File: config.mk
export PLATFORM = sky130hd
export DESIGN_NAME = text_buf_writer_flat
export DESIGN_NICKNAME = d
export VERILOG_FILES = /design/src/rtl/text_buf_writer_if.sv /design/src/rtl/text_buf_writer.sv /design/src/flat_wrapper.sv
export SDC_FILE = /design/constraint.sdc
export NUM_CORES = 1
export LEC_CHECK = 0
export CAP_MARGIN = 20
export CORE_UTILIZATION = 60
export CTS_BUF_LIST = sky130_fd_sc_hd__clkbuf_2
export CTS_CLUSTER_DIAMETER = 40
export DETAILED_ROUTE_END_ITERATION = 16
export GPL_ROUTABILITY_DRIVEN = 0
export PLACE_DENSITY = 0.78
export SYNTH_ARGS = -nofsm -noshare
export SYNTH_HDL_FRONTEND = slang
export SYNTH_SLANG_ARGS = --single-unit
File: constraint.sdc
create_clock -name clk_pix -period 3.8 [get_ports clk_pix]
set_input_delay 0.76 -clock clk_pix [delete_from_list [all_inputs] [get_ports clk_pix]]
set_output_delay 0.76 -clock clk_pix [all_outputs]
set_load 0.02 [all_outputs]
File: src/rtl/text_buf_writer_if.sv
// Command stream into the text buffer writer: valid/ready with a 2-bit
// command and a glyph code that only PUT uses.
interface text_buf_writer_if #(
    parameter int CODE_W = 3
);
    logic              in_valid;
    logic              in_ready;
    logic [1:0]        in_cmd;
    logic [CODE_W-1:0] in_code;

    modport master (output in_valid, in_cmd, in_code, input in_ready);
    modport slave  (input in_valid, in_cmd, in_code, output in_ready);
endinterface

File: src/rtl/text_buf_writer.sv
// Write side of the text path: cursor tracking, command decode and a COLS x ROWS
// cell buffer of {lit, code} with a registered read port for the glyph renderer.
module text_buf_writer #(
    parameter int  COLS   = 10,
    parameter int  ROWS   = 4,
    parameter int  CODE_W = 3,
    localparam int CW     = $clog2(COLS),
    localparam int RW     = $clog2(ROWS)
) (
    input  logic              clk_pix,
    input  logic              rst_n,
    text_buf_writer_if.slave  bus,
    output logic              busy,
    output logic [CW-1:0]     cursor_col,
    output logic [RW-1:0]     cursor_row,
    input  logic [CW-1:0]     rd_col,
    input  logic [RW-1:0]     rd_row,
    output logic [CODE_W-1:0] rd_code,
    output logic              rd_lit
);
    localparam int N  = COLS * ROWS;
    localparam int IW = $clog2(N);

    typedef enum logic {SWEEP, IDLE} state_e;
    typedef enum logic [1:0] {CMD_PUT, CMD_NL, CMD_CLR, CMD_HOME} cmd_e;

    state_e          state_q, state_d;
    logic [IW-1:0]   idx_q, idx_d;
    logic [CW-1:0]   col_q, col_d;
    logic [RW-1:0]   row_q, row_d;
    logic [CODE_W:0] rd_q, rd_d;

    // No reset on the array: the sweep after every reset release clears it.
    logic [CODE_W:0] mem [N];

    logic            we;
    logic [IW-1:0]   waddr;
    logic [CODE_W:0] wdata;
    logic [IW-1:0]   cur_idx, rd_idx;
    logic            rd_ok;

    function automatic logic [RW-1:0] row_inc(input logic [RW-1:0] r);
        return (int'(r) == ROWS - 1) ? '0 : r + RW'(1);
    endfunction

    assign cur_idx = IW'(row_q) * IW'(COLS) + IW'(col_q);
    assign rd_idx  = IW'(rd_row) * IW'(COLS) + IW'(rd_col);
    assign rd_ok   = (int'(rd_row) < ROWS) && (int'(rd_col) < COLS);

    always_comb begin
        state_d = state_q;
        idx_d   = idx_q;
        col_d   = col_q;
        row_d   = row_q;
        we      = 1'b0;
        waddr   = cur_idx;
        wdata   = '0;
        case (state_q)
            SWEEP: begin
                we    = 1'b1;
                waddr = idx_q;
                if (int'(idx_q) == N - 1) begin
                    state_d = IDLE;
                    idx_d   = '0;
                end else begin
                    idx_d = idx_q + IW'(1);
                end
            end
            IDLE: begin
                if (bus.in_valid) begin
                    case (cmd_e'(bus.in_cmd))
                        CMD_PUT: begin
                            we    = 1'b1;
                            wdata = {1'b1, bus.in_code};
                            if (int'(col_q) == COLS - 1) begin
                                col_d = '0;
                                row_d = row_inc(row_q);
                            end else begin
                                col_d = col_q + CW'(1);
                            end
                        end
                        CMD_NL: begin
                            col_d = '0;
                            row_d = row_inc(row_q);
                        end
                        // The accepting cycle writes nothing; the sweep starts next edge.
                        CMD_CLR: begin
                            col_d   = '0;
                            row_d   = '0;
                            idx_d   = '0;
                            state_d = SWEEP;
                        end
                        CMD_HOME: begin
                            col_d = '0;
                            row_d = '0;
                        end
                        default: ;
                    endcase
                end
            end
            default: state_d = SWEEP;
        endcase
    end

    // Sampled before this edge's write lands, so a same-cell read sees old data.
    always_comb begin
        rd_d = '0;
        if (rd_ok) rd_d = mem[rd_idx];
    end

    always_ff @(posedge clk_pix or negedge rst_n) begin
        if (!rst_n) begin
            state_q <= SWEEP;
            idx_q   <= '0;
            col_q   <= '0;
            row_q   <= '0;
            rd_q    <= '0;
        end else begin
            state_q <= state_d;
            idx_q   <= idx_d;
            col_q   <= col_d;
            row_q   <= row_d;
            rd_q    <= rd_d;
        end
    end

    always_ff @(posedge clk_pix) begin
        if (we) mem[waddr] <= wdata;
    end

    assign busy         = (state_q == SWEEP);
    assign bus.in_ready = (state_q == IDLE);
    assign cursor_col   = col_q;
    assign cursor_row   = row_q;
    assign rd_code      = rd_q[CODE_W-1:0];
    assign rd_lit       = rd_q[CODE_W];
endmodule

File: src/flat_wrapper.sv
// flat-port wrapper written by rule: the top's interface ports become plain ports
module text_buf_writer_flat 
#(
    parameter int  COLS   = 10,
    parameter int  ROWS   = 4,
    parameter int  CODE_W = 3,
    localparam int CW     = $clog2(COLS),
    localparam int RW     = $clog2(ROWS)
)
  (clk_pix, rst_n, busy, cursor_col, cursor_row, rd_col, rd_row, rd_code, rd_lit, bus_in_valid, bus_in_cmd, bus_in_code, bus_in_ready);
  text_buf_writer_if #(.CODE_W(CODE_W)) bus_i ();
  input  logic clk_pix;
  input  logic rst_n;
  output logic busy;
  output logic [CW-1:0] cursor_col;
  output logic [RW-1:0] cursor_row;
  input  logic [CW-1:0] rd_col;
  input  logic [RW-1:0] rd_row;
  output logic [CODE_W-1:0] rd_code;
  output logic rd_lit;
  input wire logic [$bits(bus_i.in_valid)-1:0] bus_in_valid;
  input wire logic [$bits(bus_i.in_cmd)-1:0] bus_in_cmd;
  input wire logic [$bits(bus_i.in_code)-1:0] bus_in_code;
  output wire logic [$bits(bus_i.in_ready)-1:0] bus_in_ready;
  assign bus_i.in_valid = bus_in_valid;
  assign bus_i.in_cmd = bus_in_cmd;
  assign bus_i.in_code = bus_in_code;
  assign bus_in_ready = bus_i.in_ready;
  text_buf_writer #(.COLS(COLS), .ROWS(ROWS), .CODE_W(CODE_W)) u_core (.clk_pix(clk_pix), .rst_n(rst_n), .bus(bus_i), .busy(busy), .cursor_col(cursor_col), .cursor_row(cursor_row), .rd_col(rd_col), .rd_row(rd_row), .rd_code(rd_code), .rd_lit(rd_lit));
endmodule
* Yosys cells after proc, flatten, opt, wreduce, memory -nomap -nowiden
Memory sizes are Yosys's and may differ from the RTL's. Index checks and enable logic that the tools add are counted.
Storage, ports and cells: output and inout port bits 12, input port bits 14, memories kept 1, register bits after elaboration 17, bits in writable memories 160, word-level logic and storage cells 53
Operators by class: add/sub/neg operators 5, bitwise operators 1, reduce and logical (&&, ||, !) cells 6, order comparisons 1, multipliers 2, muxes and demuxes 23, eq/ne operators 9
Memory list:
- u_core.mem | words 40, width 4, rd ports 1, clocked after memory_dff 0, wr ports 1, line text_buf_writer.sv:34 | logic [CODE_W:0] mem [N];
Operators by type and width (count):
- $mux W6 | 4
- $mux W4 | 5
- $add A6 B4 Y6 | 2
- $pmux W6 S2 | 1
- $mul A2 B3 Y5 const B | 2
- $pmux W4 S2 | 1
- $mux W1 | 7
- $add A6 B1 Y6 const B | 1
- $eq A6 B6 Y1 const B | 1
- $pmux W2 S3 | 1
- $add A4 B1 Y4 const B | 1
- $eq A2 B1 Y1 const B | 2
- $eq A2 B2 Y1 const B | 2
- $eq A4 B4 Y1 const B | 1
- $lt A4 B4 Y1 const B | 1
- $mux W2 | 2
- $ne A2 B2 Y1 const B | 2
- $pmux W1 S2 | 2
- $reduce_and A2 Y1 | 2
- $reduce_and A3 Y1 | 1
- $reduce_or A3 Y1 | 1
- $add A2 B1 Y2 const B | 1
- $logic_not A2 Y1 | 1
- $ne A2 B1 Y1 const B | 1
- 2 further kinds | 2

* Depth between registers and ports, before layout
depth after elaboration 6, mapped depth 10, gate-level depth less buffers 8

* Worst setup path before layout
OpenSTA, ideal clock, no wires.
kind input to register, start point input rd_col[1], end point register u_core.rd_q[0], stages on the path 9, arrival time 2556 ps, data required time 3648 ps, path buffers 2, path slack 1092 ps, setup time 152 ps, cell sequence ha_1 -> inv_1 -> fa_1 -> clkbuf_8 -> buf_2 -> mux4_2 -> mux2_2 -> o21ai_0 -> a221oi_1
On the way: cells in the longest elaborated chain, start to end 3, elaborated cells between the ends (all ways) 4, those cells by class add/sub (1); order compare (1); mux (1); memory (1)
Ends and longest elaborated chain:
- from (decl) | line flat_wrapper.sv:17 | input logic [CW-1:0] rd_col;
- $add A6 B4 Y6 | line text_buf_writer.sv:47 | assign rd_idx = IW'(rd_row) * IW'(COLS) + IW'(rd_col);
- $mem_v2 Z40 W4
- $mux W4 (*) | line text_buf_writer.sv:108 | if (rd_ok) rd_d = mem[rd_idx];
- net u_core.rd_d[0] | line text_buf_writer.sv:31 | logic [CODE_W:0] rd_q, rd_d;
- to (signal assigned) | line text_buf_writer.sv:123 | rd_q <= rd_d;
- to (decl) | line text_buf_writer.sv:31
The timed path passes the listed nets; every way through them passes the cells marked *. A chain may end at the register's enable or synchronous reset.

* Worst setup path after layout
start point register u_core.state_q (netlist: u_core.bus.in_ready), end point output busy
On the way: cells in the longest elaborated chain, start to end 1
Ends and longest elaborated chain:
- from (decl) | line text_buf_writer.sv:27 | state_e state_q, state_d;
- from (signal assigned) | line text_buf_writer.sv:119 | state_q <= state_d;
- $not A1 Y1 | line text_buf_writer.sv:131 | assign busy = (state_q == SWEEP);
- to (decl) | line flat_wrapper.sv:14 | output logic busy;
Every way passes these cells.

==> results.cfg <==
[synthesis]
synthMuxAreaShare = 0.149
synth_simple_gate_area_frac = 0.0576
synth_compound_area_frac = 0.0446
yosys_warnings = 0
synth.net_count = 456
ys_ff_latch = 177
ys_seq_area_frac = 0.694
synth_top_flop_cell = edfxtp_1
synth_top_family_by_area = multiplexers
avgSynthCellArea_sq_um = 17.5
synth_edf_count = 160
async_flop_share = 0.0960
yosysUniqueCellTypes = 45
synth_xor_xnor_area_share = 0.00813
syn_inst = 430
syn_area_sq_um = 7540
synth-adder-area-share = 0.0219

[layout]
drive_gt1_frac = 0.177
num-fill-cells = 835
final_area_sq_um = 8200
num-nets-final = 494
area_delta_synth_final_pct = 8.71
diodes = 0

[job]
maxCapViolations = 0

[cts]
cts_resized = 0
ctsHoldBuffers = 0
clock_latency_ns = 0.74
cts_tree = built
cts-root-buf = clkbuf_2
cts-buffers-inserted = 17
h-tree-depth = 4
cts_sinks = 177
cts.path.max_buffers = 2
path_clk_slew_ns = 0.22
post-cts-setup-buffers = 0

[placed_design]
io_buffers = 25
placed_area_sq_um = 7970
pre_cts_ws_ns = 0.436
hpwl_mm = 9.68

[worst_setup_path]
cp.arrival_ns = 2.44
endpoint_kind = primary output
r2r_start = u_core.cursor_row[0]$_DFFE_PN0P_
reg2regPathDepth = 7
worst-setup-path-type = reg -> out
cp.required_ns = 3.04
cp_max_fo = 18
critPathLaunchType = flop
ff2ff_setup_slack_ns = 0.79
critPathLaunch = u_core.bus.in_ready$_DFF_PN0_
r2r_end = u_core.mem[2][3]$_DFFE_PP_

[routing]
drt_iter0_drc = 440
drc_errors = 0
viasPerCell = 6.26
wirelength_mm = 14.7
vias = 4065
firstDrtPassIters = 5
wire_per_inst_um = 22.6
ant_nets = 0

[status]
outcome = completed

[timing]
fin_worst_skew_ns = 0.0356
period_share = 0.841
layout_setup_ws_ns = 0.604
finalMaxSlewViolations = 0
setup_tns_ns = 0
min_period_ns = 3.20
worst_slew_pin_slew_ns = 0.940
fmax_ghz = 0.313
setup-violations-final = 0
finalHoldViolations = 0
max_slew_margin = 0.371
grt_setup_unrepaired = false

[floorplan]
row_count = 40
core_area_sq_um = 12100
initial_core_util = 0.623
die_area_sq_um = 13000
die_y_um = 114
boundaryPins = 26
die_w_um = 114

[power]
p_clk_frac = 0.208
power_density_nw_per_um2 = 560
power_frac_seq = 0.543
power.net_switching_uw = 1460
combPwrFrac = 0.249
p_int_uw = 3140
p_sw_frac = 0.317
vdd_drop_max_mv = 0.363
p_leak_uw = 0.00283
power_uw = 4590

[global_routing]
grt_max_degree = 45
grt.total_usage = 0.249
grt_pass1_wl_mm = 23.1
grt-ovfl-total = 0
grt_pass1_vias = 4160
antenna_found_initial = 0

[min_path]
hold_class = in -> async
how the worst max path moves through the flow:
stage	to	slack (ns)	cells past startpoint
final	busy	0.60	2
after detailed placement	u_core.rd_q[0]$_DFF_PN0_	0.44	8
after floorplan	u_core.rd_q[0]$_DFF_PN0_	1.09	9
after global routing	busy	0.42	2
after CTS	busy	0.58	2
after global placement	u_core.rd_q[3]$_DFF_PN0_	0.54	9
power groups by stage:
stage / clock (uW) / sequential [uW] / combinational (uW)
detailed placement: 0 / 2540 / 1130
finish: 956 / 2490 / 1140
CTS: 969 / 2490 / 1140
floorplan: 0 / 2510 / 763
global route: 1040 / 2520 / 1240
global placement: 0 / 2520 / 1090
area by class of cell:
class,count,area [sq um],area share
Sequential cell,177,5230,0.638
Multi-Input combinational cell,223,2120,0.259
Timing Repair Buffer,37,360,0.0440
Tap cell,168,210,0.0256
Clock inverter,9,116,0.0142
Clock buffer,23,115,0.0140
Inverter,12,45.0,0.00549
state kept, by name (all words and copies together), names as in the netlist:
name and cells:
u_core.bus.in_ready 1, u_core.cursor_col 4, u_core.cursor_row 2, u_core.idx_q 6, u_core.mem 160, u_core.rd_q 4
Yosys cell counts (2+ instances only):
library cell	n	area [sq um]
edfxtp_1	160	4800
mux4_2	33	743
nor2_1	30	113
nand2_1	29	109
nor3_1	18	90.1
o21ai_0	18	90.1
dfrtp_1	17	425
inv_1	11	41.3
ha_1	10	125
mux2_2	8	90.1
mux2i_1	8	80.1
mux4_1	8	210
a21oi_1	6	30.0
buf_2	6	30.0
nand3_1	6	30.0
buf_6	4	45.0
clkbuf_1	4	15.0
o221ai_1	4	35.0
o32ai_1	4	35.0
xnor2_1	4	35.0
a221oi_1	3	26.3
and2_1	3	18.8
nor2b_1	3	18.8
o211ai_1	3	22.5
xor2_1	3	26.3
a21o_1	2	15.0
a22o_1	2	17.5
clkbuf_8	2	27.5
fa_1	2	40.0
nand2b_1	2	12.5
nand3b_1	2	15.0
or3_1	2	12.5
placed cells by master, fill, tap and decap left out, drive strengths merged, types with 10 or more instances in the layout:
cell type	instances
dfrtp	17
mux4	41
nor2	30
ha	10
clkbuf	23
nand2	29
nor3	18
inv	11
o21ai	19
edfxtp	160
buf	13
clkdlybuf4s50	24
critical path, cell delays in order (launching register included):
cell	delay (ns)
dfrtp_1	0.63
inv_1	0.39
clkdlybuf4s50_1	0.68
kinds of logic after synthesis:
kind of cell,count (synthesis)
AO/OA/AOI/OAI,50
XOR/XNOR,7
adder cells (fa/ha/maj),12
buffers and inverters,30
flip-flops,177
multiplexers,57
AND/OR/NAND/NOR,97
layer usage:
layer  wire length [um]  vias to the layer above  GRT usage
met5                  0                        -          0
li1                   -                     1793          -
met1               6200                     2087      0.349
met3                816                       28     0.0455
met4                253                        0     0.0952
met2               7390                      157      0.398
through the flow:
stage          std cells  hold WS, ns  utilization
2_1_floorplan        430        0.464            -
3_3_place_gp         617        0.561        0.658
3_5_place_dp         617        0.574        0.658
4_1_cts              649        0.505        0.677
5_1_grt              649        0.499        0.677
6_report             649        0.513        0.677
(Power assumes the default switching activity.)
